**config.mk**
```make
export PLATFORM = sky130hd
export DESIGN_NAME = instruction_fetch_unit
export DESIGN_NICKNAME = d
export VERILOG_FILES = /design/src/rtl/instruction_fetch_unit.sv
export SDC_FILE = /design/constraint.sdc
export NUM_CORES = 1
export LEC_CHECK = 0
export BUFFER_PORTS_ARGS = -buffer_cell sky130_fd_sc_hd__buf_2
export CORE_MARGIN = 2
export CORE_UTILIZATION = 35
export DETAILED_ROUTE_END_ITERATION = 8
export PLACE_DENSITY_LB_ADDON = 0.1
export SYNTH_ARGS = -nofsm -noshare
export SYNTH_HDL_FRONTEND = slang
export SYNTH_SLANG_ARGS = --single-unit
```
**constraint.sdc**
```tcl
create_clock -name Clk -period 3.7 [get_ports Clk]
set_clock_uncertainty 0.2 [all_clocks]
set_input_delay 0.74 -clock Clk [delete_from_list [all_inputs] [get_ports Clk]]
set_output_delay 0.74 -clock Clk [all_outputs]
set_load 0.05 [all_outputs]
```
**src/rtl/instruction_fetch_unit.sv**
```systemverilog
// instruction_fetch_unit
// Fetch stage of the MIPS datapath: owns the program counter, presents it to a
// zero-wait combinational instruction memory and latches the returned word
// together with PC+4 into the IF/ID pipeline register. Supports stall, branch
// redirect with flush, a HALT state entered on HALT_WORD, and a fetch counter.
module instruction_fetch_unit #(
  parameter logic [31:0] RESET_PC  = 32'h0000_0000,
  parameter logic [31:0] HALT_WORD = 32'hFFFF_FFFF
) (
  input  logic        Clk,
  input  logic        Reset,
  input  logic        Stall,
  input  logic        BranchTaken,
  input  logic [31:0] BranchTarget,
  output logic [31:0] IMemAddress,
  input  logic [31:0] IMemInstruction,
  output logic [31:0] IF_ID_Instruction,
  output logic [31:0] IF_ID_PCPlus4,
  output logic        IF_ID_Valid,
  output logic        Halted,
  output logic [31:0] FetchCount
);

  typedef enum logic [0:0] {
    ST_RUN  = 1'b0,
    ST_HALT = 1'b1
  } state_t;

  state_t      state_r;
  state_t      state_s;
  logic [31:0] pc_r;
  logic [31:0] pc_s;
  logic [31:0] ifid_instr_r;
  logic [31:0] ifid_instr_s;
  logic [31:0] ifid_pc4_r;
  logic [31:0] ifid_pc4_s;
  logic        ifid_valid_r;
  logic        ifid_valid_s;
  logic [31:0] fetch_count_r;
  logic [31:0] fetch_count_s;
  logic        halted_r;
  logic        halted_s;
  logic [31:0] pc_plus4_s;
  logic [31:0] branch_pc_s;

  // Sequential address arithmetic; wraps naturally modulo 2^32.
  assign pc_plus4_s  = pc_r + 32'd4;
  // Redirect target is forced word-aligned so PC[1:0] stays zero.
  assign branch_pc_s = BranchTarget & 32'hFFFF_FFFC;

  // Next-state and next-register computation; branch beats stall beats halt hold.
  always_comb begin
    state_s       = state_r;
    pc_s          = pc_r;
    ifid_instr_s  = ifid_instr_r;
    ifid_pc4_s    = ifid_pc4_r;
    ifid_valid_s  = ifid_valid_r;
    fetch_count_s = fetch_count_r;
    if (BranchTaken) begin
      // Redirect and flush; any word fetched this cycle (even HALT_WORD) is dropped.
      pc_s         = branch_pc_s;
      ifid_instr_s = 32'h0000_0000;
      ifid_pc4_s   = 32'h0000_0000;
      ifid_valid_s = 1'b0;
      state_s      = ST_RUN;
    end else if (Stall) begin
      // Everything holds, in either state.
      state_s = state_r;
    end else begin
      case (state_r)
        ST_RUN: begin
          ifid_instr_s  = IMemInstruction;
          ifid_pc4_s    = pc_plus4_s;
          ifid_valid_s  = 1'b1;
          pc_s          = pc_plus4_s;
          fetch_count_s = fetch_count_r + 32'd1;
          if (IMemInstruction == HALT_WORD) begin
            state_s = ST_HALT;
          end else begin
            state_s = ST_RUN;
          end
        end
        ST_HALT: begin
          // Feed bubbles to decode while the PC sits still.
          ifid_instr_s = 32'h0000_0000;
          ifid_valid_s = 1'b0;
          state_s      = ST_HALT;
        end
        default: begin
          state_s = ST_RUN;
        end
      endcase
    end
    halted_s = (state_s == ST_HALT);
  end

  // State and pipeline registers with synchronous reset.
  always_ff @(posedge Clk) begin
    if (Reset) begin
      state_r       <= ST_RUN;
      pc_r          <= RESET_PC;
      ifid_instr_r  <= 32'h0000_0000;
      ifid_pc4_r    <= 32'h0000_0000;
      ifid_valid_r  <= 1'b0;
      fetch_count_r <= 32'h0000_0000;
      halted_r      <= 1'b0;
    end else begin
      state_r       <= state_s;
      pc_r          <= pc_s;
      ifid_instr_r  <= ifid_instr_s;
      ifid_pc4_r    <= ifid_pc4_s;
      ifid_valid_r  <= ifid_valid_s;
      fetch_count_r <= fetch_count_s;
      halted_r      <= halted_s;
    end
  end

  assign IMemAddress       = pc_r;
  assign IF_ID_Instruction = ifid_instr_r;
  assign IF_ID_PCPlus4     = ifid_pc4_r;
  assign IF_ID_Valid       = ifid_valid_r;
  assign Halted            = halted_r;
  assign FetchCount        = fetch_count_r;

endmodule
```
==> results of run 1 <==
sequential cells by signal, summed over array words and instances, names as in the netlist:
name               count
IMemAddress           30
IF_ID_Instruction     32
IF_ID_PCPlus4         30
IF_ID_Valid            1
FetchCount            32
Halted                 1
power breakdown:
part | total, µW | internal (µW) | switching (µW)
sequential | 1470 | 1410 | 60.2
clock | 1590 | 931 | 656
combinational | 445 | 125 | 320
total | 3500 | 2460 | 1040
synth_stat cells (all sizes together), types with 10 or more instances:
master    n  area share [%]
clkbuf   42             3.2
nand2    34             2.2
o21ai    34             2.9
a22oi    32             4.1
xor2     22             3.3
dfxtp   126              44
nand3    25             2.4
nor4     23             3.1
nor3     18             1.7
a211oi   20             2.6
xnor2    54             8.2
nand4    25             3.0
and3     10             1.1
a21oi    42             3.6
nor2    107             6.9
critical path, stage by stage:
cell and delay, ps:
buf_2 350, nor3_4 330, nand3_1 460, nor4_1 450
xnor2_1 180, nor2_1 50
stage by stage:
stage / hold slack [ps] / cell area [µm²] / util [%]
floorplan: 477 / 5800 / -
global placement: 250 / 6820 / 41.6
detailed placement: 257 / 6820 / 41.6
CTS: 265 / 7390 / 45.0
global route: 282 / 7390 / 45.1
finish: 263 / 7390 / 45.1
cell families (layout without fill, tap and decap cells):
group	count (synthesis)	after routing
AOI/OAI and AO/OA	136	136
muxes	4	4
other	1	6
buffers and inverters	62	241
DFF	126	126
and+or+nand+nor	268	268
adders and majority gates	2	2
xor gates and xnor gates	76	76
metal layers:
layer	GRT usage, %	routed length (µm)	share of wire, %
met1	24.4	7570	44
met5	0	0	0
met3	5.86	1130	6.6
met4	6.51	323	1.9
met2	30.7	8080	47
worst paths after layout:
check                                      start                end  slack (ps)  cells past startpoint
worst max-delay path                       Stall     FetchCount[24]        1220                      6
worst min register to register  IF_ID_PCPlus4[3]   IF_ID_PCPlus4[3]         260                      2
worst min-delay path            IF_ID_PCPlus4[3]   IF_ID_PCPlus4[3]         260                      2
worst max register to register   IMemAddress[12]  IF_ID_PCPlus4[29]        1260                      5
cell type report:
| class | count | area share (%) |
|---|---|---|
| diodes | 2 | 0.0677 |
| clock buffers | 17 | 5.75 |
| clock inverters | 15 | 1.88 |
| inverters | 8 | 0.406 |
| multi-input cells | 490 | 40.1 |
| flip-flops and latches | 126 | 34.1 |
| well taps | 220 | 3.72 |
| repair buffers | 201 | 13.9 |
==> key figures, run 1 <==
Route
  – DR pass1 iterations: 4
  – Detailed-route wire length per cell: about 16 µm
  – Vias per cell: between 5 and 6
  – DRC: 0
  – Via count: between 5000 and 6000
  – Antenna viol nets, final: 0
  – Total routed wirelength: approximately 17000 µm
  – Starting DRT DRC Count: 321

STA
  – Slew Limit Fails: 0
  – Slew @ Worst Pin: just over 800 ps
  – Final Cycle Share: 67.0%
  – RSZ-0062 raised after global routing: false
  – Tmin final: between 2000 and 2500 ps
  – Post-Route Setup TNS: 0 ps
  – Worst setup margin: 1220 ps
  – Fmax: just over 400 MHz
  – Slew margin rel.: between 40% and 50%
  – Endpoints failing setup: 0
  – Final-report hold violation count: 0

Clock tree
  – CTS tree: built
  – # hold bufs at CTS: 0
  – Postcts setup bufs: 0
  – Sink Count: around 130
  – Max Root-Sink Buffers: 2
  – H-tree levels: 4
  – Total CTS buffers: 17
  – Root Driver: clkbuf_16
  – CTS clk-pin slew, worst paths: 60 ps
  – Clock insertion delay at the later pin of the skew report: 410 ps
  – Post-CTS resize count: 0

Cells and area
  – Total Nets Final: slightly above 900
  – Share of cells above drive strength 1: between 20% and 30%
  – Area of the multi-input gates: ~0.0030 mm²
  – Register area: about 0.0025 mm²
  – Area Growth Syn to Fin: 27.6%
  – Non-filler cells, final: about 1100
  – Fillers: between 1500 and 2000
  – Commonest non-fill, non-tap cell in the layout: buf_2
  – Most frequent cells in the layout: 191 x buf_2, 126 x dfxtp_1, 106 x nor2_1

Critical path
  – Critical path peak fanout: 38
  – Req. time, crit path: approximately 3800 ps
  – Critical path class: primary input to register
  – Setup crit start kind: primary input
  – Arrival time at the worst endpoint: ~2600 ps
  – Crit end category: register

Global routing
  – Global Route Usage Sum: a little under a fifth
  – Gr ovfl total: 0
  – Number of global-route vias before repair: 5224
  – Largest net degree at the start of global routing: between 50 and 60
  – First-pass GRT wire length: 26900 µm
  – Initial antenna violation count: 2

Power
  – Worst VDD drop: 0.000319 V
  – LEAKAGE: between 0.003 and 0.004 µW
  – Pwr Total: 3500 µW
  – Pwr Density: 473 mW/mm²

Die
  – Die height: roughly 130 µm
  – Initial core utilization: about a third
  – Top Ports: a little under 200
  – Die span in x: ~130 µm
  – Core Area: between 0.015 and 0.02 mm²
  – Row count: 47
  – Die footprint: 0.0176 mm²

Synthesis
  – XOR/XNOR Fraction of Synth Area: between 10% and 20%
  – Compound-cell area share of the yosys netlist: approximately 14%
  – Main combinational cell family by area after synthesis: simple AND/OR/NAND/NOR gates
  – Top FF cell, synth: dfxtp_1
  – Mux cell area share after synthesis: 0.691%
  – #FFs+latches synth: about 130
  – Yosys warning count: 0
  – Cell area after synthesis: between 0.005 and 0.006 mm²
  – Synth unique cells: between 40 and 50
  – Synth Area in Simple Gates: roughly a quarter
  – Register area share after synthesis: between 40 and 50%
  – Post-synthesis cell count: a little under 700
  – Synthesized area per cell: 8.58 µm²
  – Adder-Cell Fraction of Synth Area: less than 1%
  – Post-synth ARST share: 0%
  – Number of enable flip-flop cells after synthesis: 0

Placement
  – Inst Count DP: 1045
  – Place WS: roughly 780 ps
  – RePlAce Congestion: 0.874
  – DPL Wire Length: 12400 µm
  – IO Port Bufs: between 150 and 200

Hold path
  – Min-Delay Path Class: register to register

Job
  – Max_cap viols: 0

Run status
  – Status: finished clean
No activity file was read; power rests on OpenSTA's default activity.
==> inputs of run 2 (changes only) <==
Clock period 3.7 ns to 2.27 ns, I/O delays scaled along.
==> run 2 against run 1 <==
Against the previous run: setup slack lost 1100 ps; non-clock buffer count grew 26; sequential share of layout area shrank 0.87 points; combinational power grew 79%; power grew 65%; largest cell class unchanged; largest power group unchanged.
==> key figures, run 2 (synthesized netlist as in run 1, its figures left out) <==
Run status
  – Status: finished clean (unchanged)

Critical path
  – Crit end category: register (unchanged)
  – Critical path peak fanout: 12 (was 38)
  – Arrival time at the worst endpoint: 2220 ps (was 2570 ps)
  – Req. time, crit path: 2370 ps (was 3790 ps)
  – Setup crit start kind: register (was primary input)
  – Critical path class: register to register (was primary input to register)

STA
  – Hold Worst Slack: 70.5 ps (was 263 ps)
  – Worst setup margin: 149 ps (was 1220 ps)
  – Slew Limit Fails: 0 (unchanged)
  – Post-Route Setup TNS: 0 ps (unchanged)
  – Final Cycle Share: between 90% and 100%
  – Tmin final: about 2100 ps
  – Fmax: between 400 and 500 MHz
  – Endpoints failing setup: 0 (unchanged)
  – RSZ-0062 raised after global routing: false (unchanged)
  – Final-report hold violation count: 0 (unchanged)

Power
  – LEAKAGE: 0.00317 µW (was 0.00300 µW)
  – Pwr Density: 751 mW/mm² (was 473 mW/mm²)
  – Worst VDD drop: 0.000573 V (was 0.000319 V)
  – Pwr Total: 5770 µW (was 3500 µW)

Cells and area
  – Area Growth Syn to Fin: 32.6% (was 27.6%)
  – Util after Layout: 46.8% (was 45.1%)
  – Most frequent cells in the layout: 191 x buf_2, 107 x dfxtp_1, 106 x nor2_1 (was 191 x buf_2, 126 x dfxtp_1, 106 x nor2_1)
  – Total Nets Final: 940 (was 914)
  – Share of cells above drive strength 1: 32.6% (was 28.6%)
  – Commonest non-fill, non-tap cell in the layout: buf_2 (unchanged)

Clock tree
  – H-tree levels: 4 (unchanged)
  – Root Driver: clkbuf_16 (unchanged)
  – Sink Count: 126 (unchanged)
  – Postcts setup bufs: 0 (unchanged)
  – CTS tree: built (unchanged)
  – Total CTS buffers: 17 (unchanged)
  – CTS clk-pin slew, worst paths: 50 ps (was 60 ps)
  – # hold bufs at CTS: 0 (unchanged)
  – Post-CTS resize count: 0 (unchanged)
  – Clock insertion delay at the later pin of the skew report: 410 ps (about the same)
  – Max Root-Sink Buffers: 2 (unchanged)

Route
  – Detailed-route wire length per cell: 16.2 µm (was 15.8 µm)
  – Starting DRT DRC Count: 231 (was 321)
  – Top sig layer: met4 (unchanged)
  – Antenna viol nets, final: 0 (unchanged)
  – Wire length on met3: 1150 µm (was 1130 µm)
  – Total routed wirelength: 17900 µm (was 17100 µm)
  – DR pass1 iterations: 4 (unchanged)
  – Wire length on met2: 8760 µm (was 8080 µm)
  – WL met1: 7570 µm (about the same)
  – DRC: 0 (unchanged)
  – Via count: 5605 (was 5510)
  – Vias per cell: 5.09 (was 5.11)

Global routing
  – First-pass GRT wire length: 28000 µm (was 26900 µm)
  – Number of global-route vias before repair: 5488 (was 5224)
  – Gr ovfl total: 0 (unchanged)
  – Initial antenna violation count: 1 (was 2)
  – Largest net degree at the start of global routing: 55 (was 51)
  – Global Route Usage Sum: 20.1% (was 19.1%)

Placement
  – IO Port Bufs: 191 (unchanged)
  – Place WS: 143 ps (was 783 ps)
  – DPL Wire Length: 12800 µm (was 12400 µm)
  – RePlAce Congestion: 0.881 (was 0.874)

Die
  – Initial core utilization: 35.3% (unchanged)
  – Die span in x: 133 µm (unchanged)
  – Die footprint: 0.0176 mm² (unchanged)
  – Die height: 133 µm (unchanged)
  – Top Ports: 198 (unchanged)
  – Core Area: 0.0164 mm² (unchanged)
  – Row count: 47 (unchanged)

Hold path
  – Min-Delay Path Class: primary input to register (was register to register)

Job
  – Max_cap viols: 0 (unchanged)
-- run 2: cell types whose count changed in the layout (fill, tap and decap cells not counted), sizes merged --
| cell | previous run | this run |
|---|---|---|
| inv | 12 | 8 |
| clkbuf | 17 | 23 |
| diode | 2 | 1 |
| clkinv | 5 | 3 |
| clkinvlp | 5 | 2 |
| buf | 201 | 227 |
-- run 2: area by class of cell --
| cell class | count | area (µm²) |
|---|---|---|
| diodes | 1 | 2.50 |
| clock buffers | 23 | 498 |
| clock inverters | 6 | 60.1 |
| fillers | 1663 | 8730 |
| inverters | 8 | 30.0 |
| multi-input cells | 490 | 2970 |
| flip-flops and latches | 126 | 2550 |
| well taps | 220 | 275 |
| repair buffers | 227 | 1290 |
-- run 2: per-stage QoR --
step | area [µm²] | cells
floorplan | 5830 | 678
global placement | 7110 | 1071
detailed placement | 7110 | 1071
CTS | 7670 | 1100
global route | 7680 | 1101
finish | 7680 | 1101
-- run 2: power by group --
part	total, µW	internal [µW]	switching, µW
clock	2600	1630	976
combinational	796	238	558
sequential	2370	2290	75.6
total	5770	4160	1610
-- run 2: path summary, 6_finish.rpt --
kind	from	to	slack [ps]	cells past startpoint
hold reg to reg	IF_ID_PCPlus4[3]	IF_ID_PCPlus4[3]	260	2
setup / recovery	IMemAddress[15]	IF_ID_PCPlus4[28]	150	5
hold / removal	BranchTarget[4]	IMemAddress[4]	70	3
setup reg to reg	IMemAddress[15]	IF_ID_PCPlus4[28]	150	5
-- run 2: per-layer routing --
metal | vias to the layer above | global-route usage [%]
li1 | 2771 | -
met1 | 2652 | 23.9
met2 | 156 | 34.0
met3 | 26 | 5.63
met4 | 0 | 8.36
met5 | - | 0
-- run 2: worst max-delay path: stages (launching register included) --
cell and delay [ps]:
dfxtp_2 390, nand4_1 140, or4_4 670, nor3_1 340, xnor2_1 170, a21oi_1 90
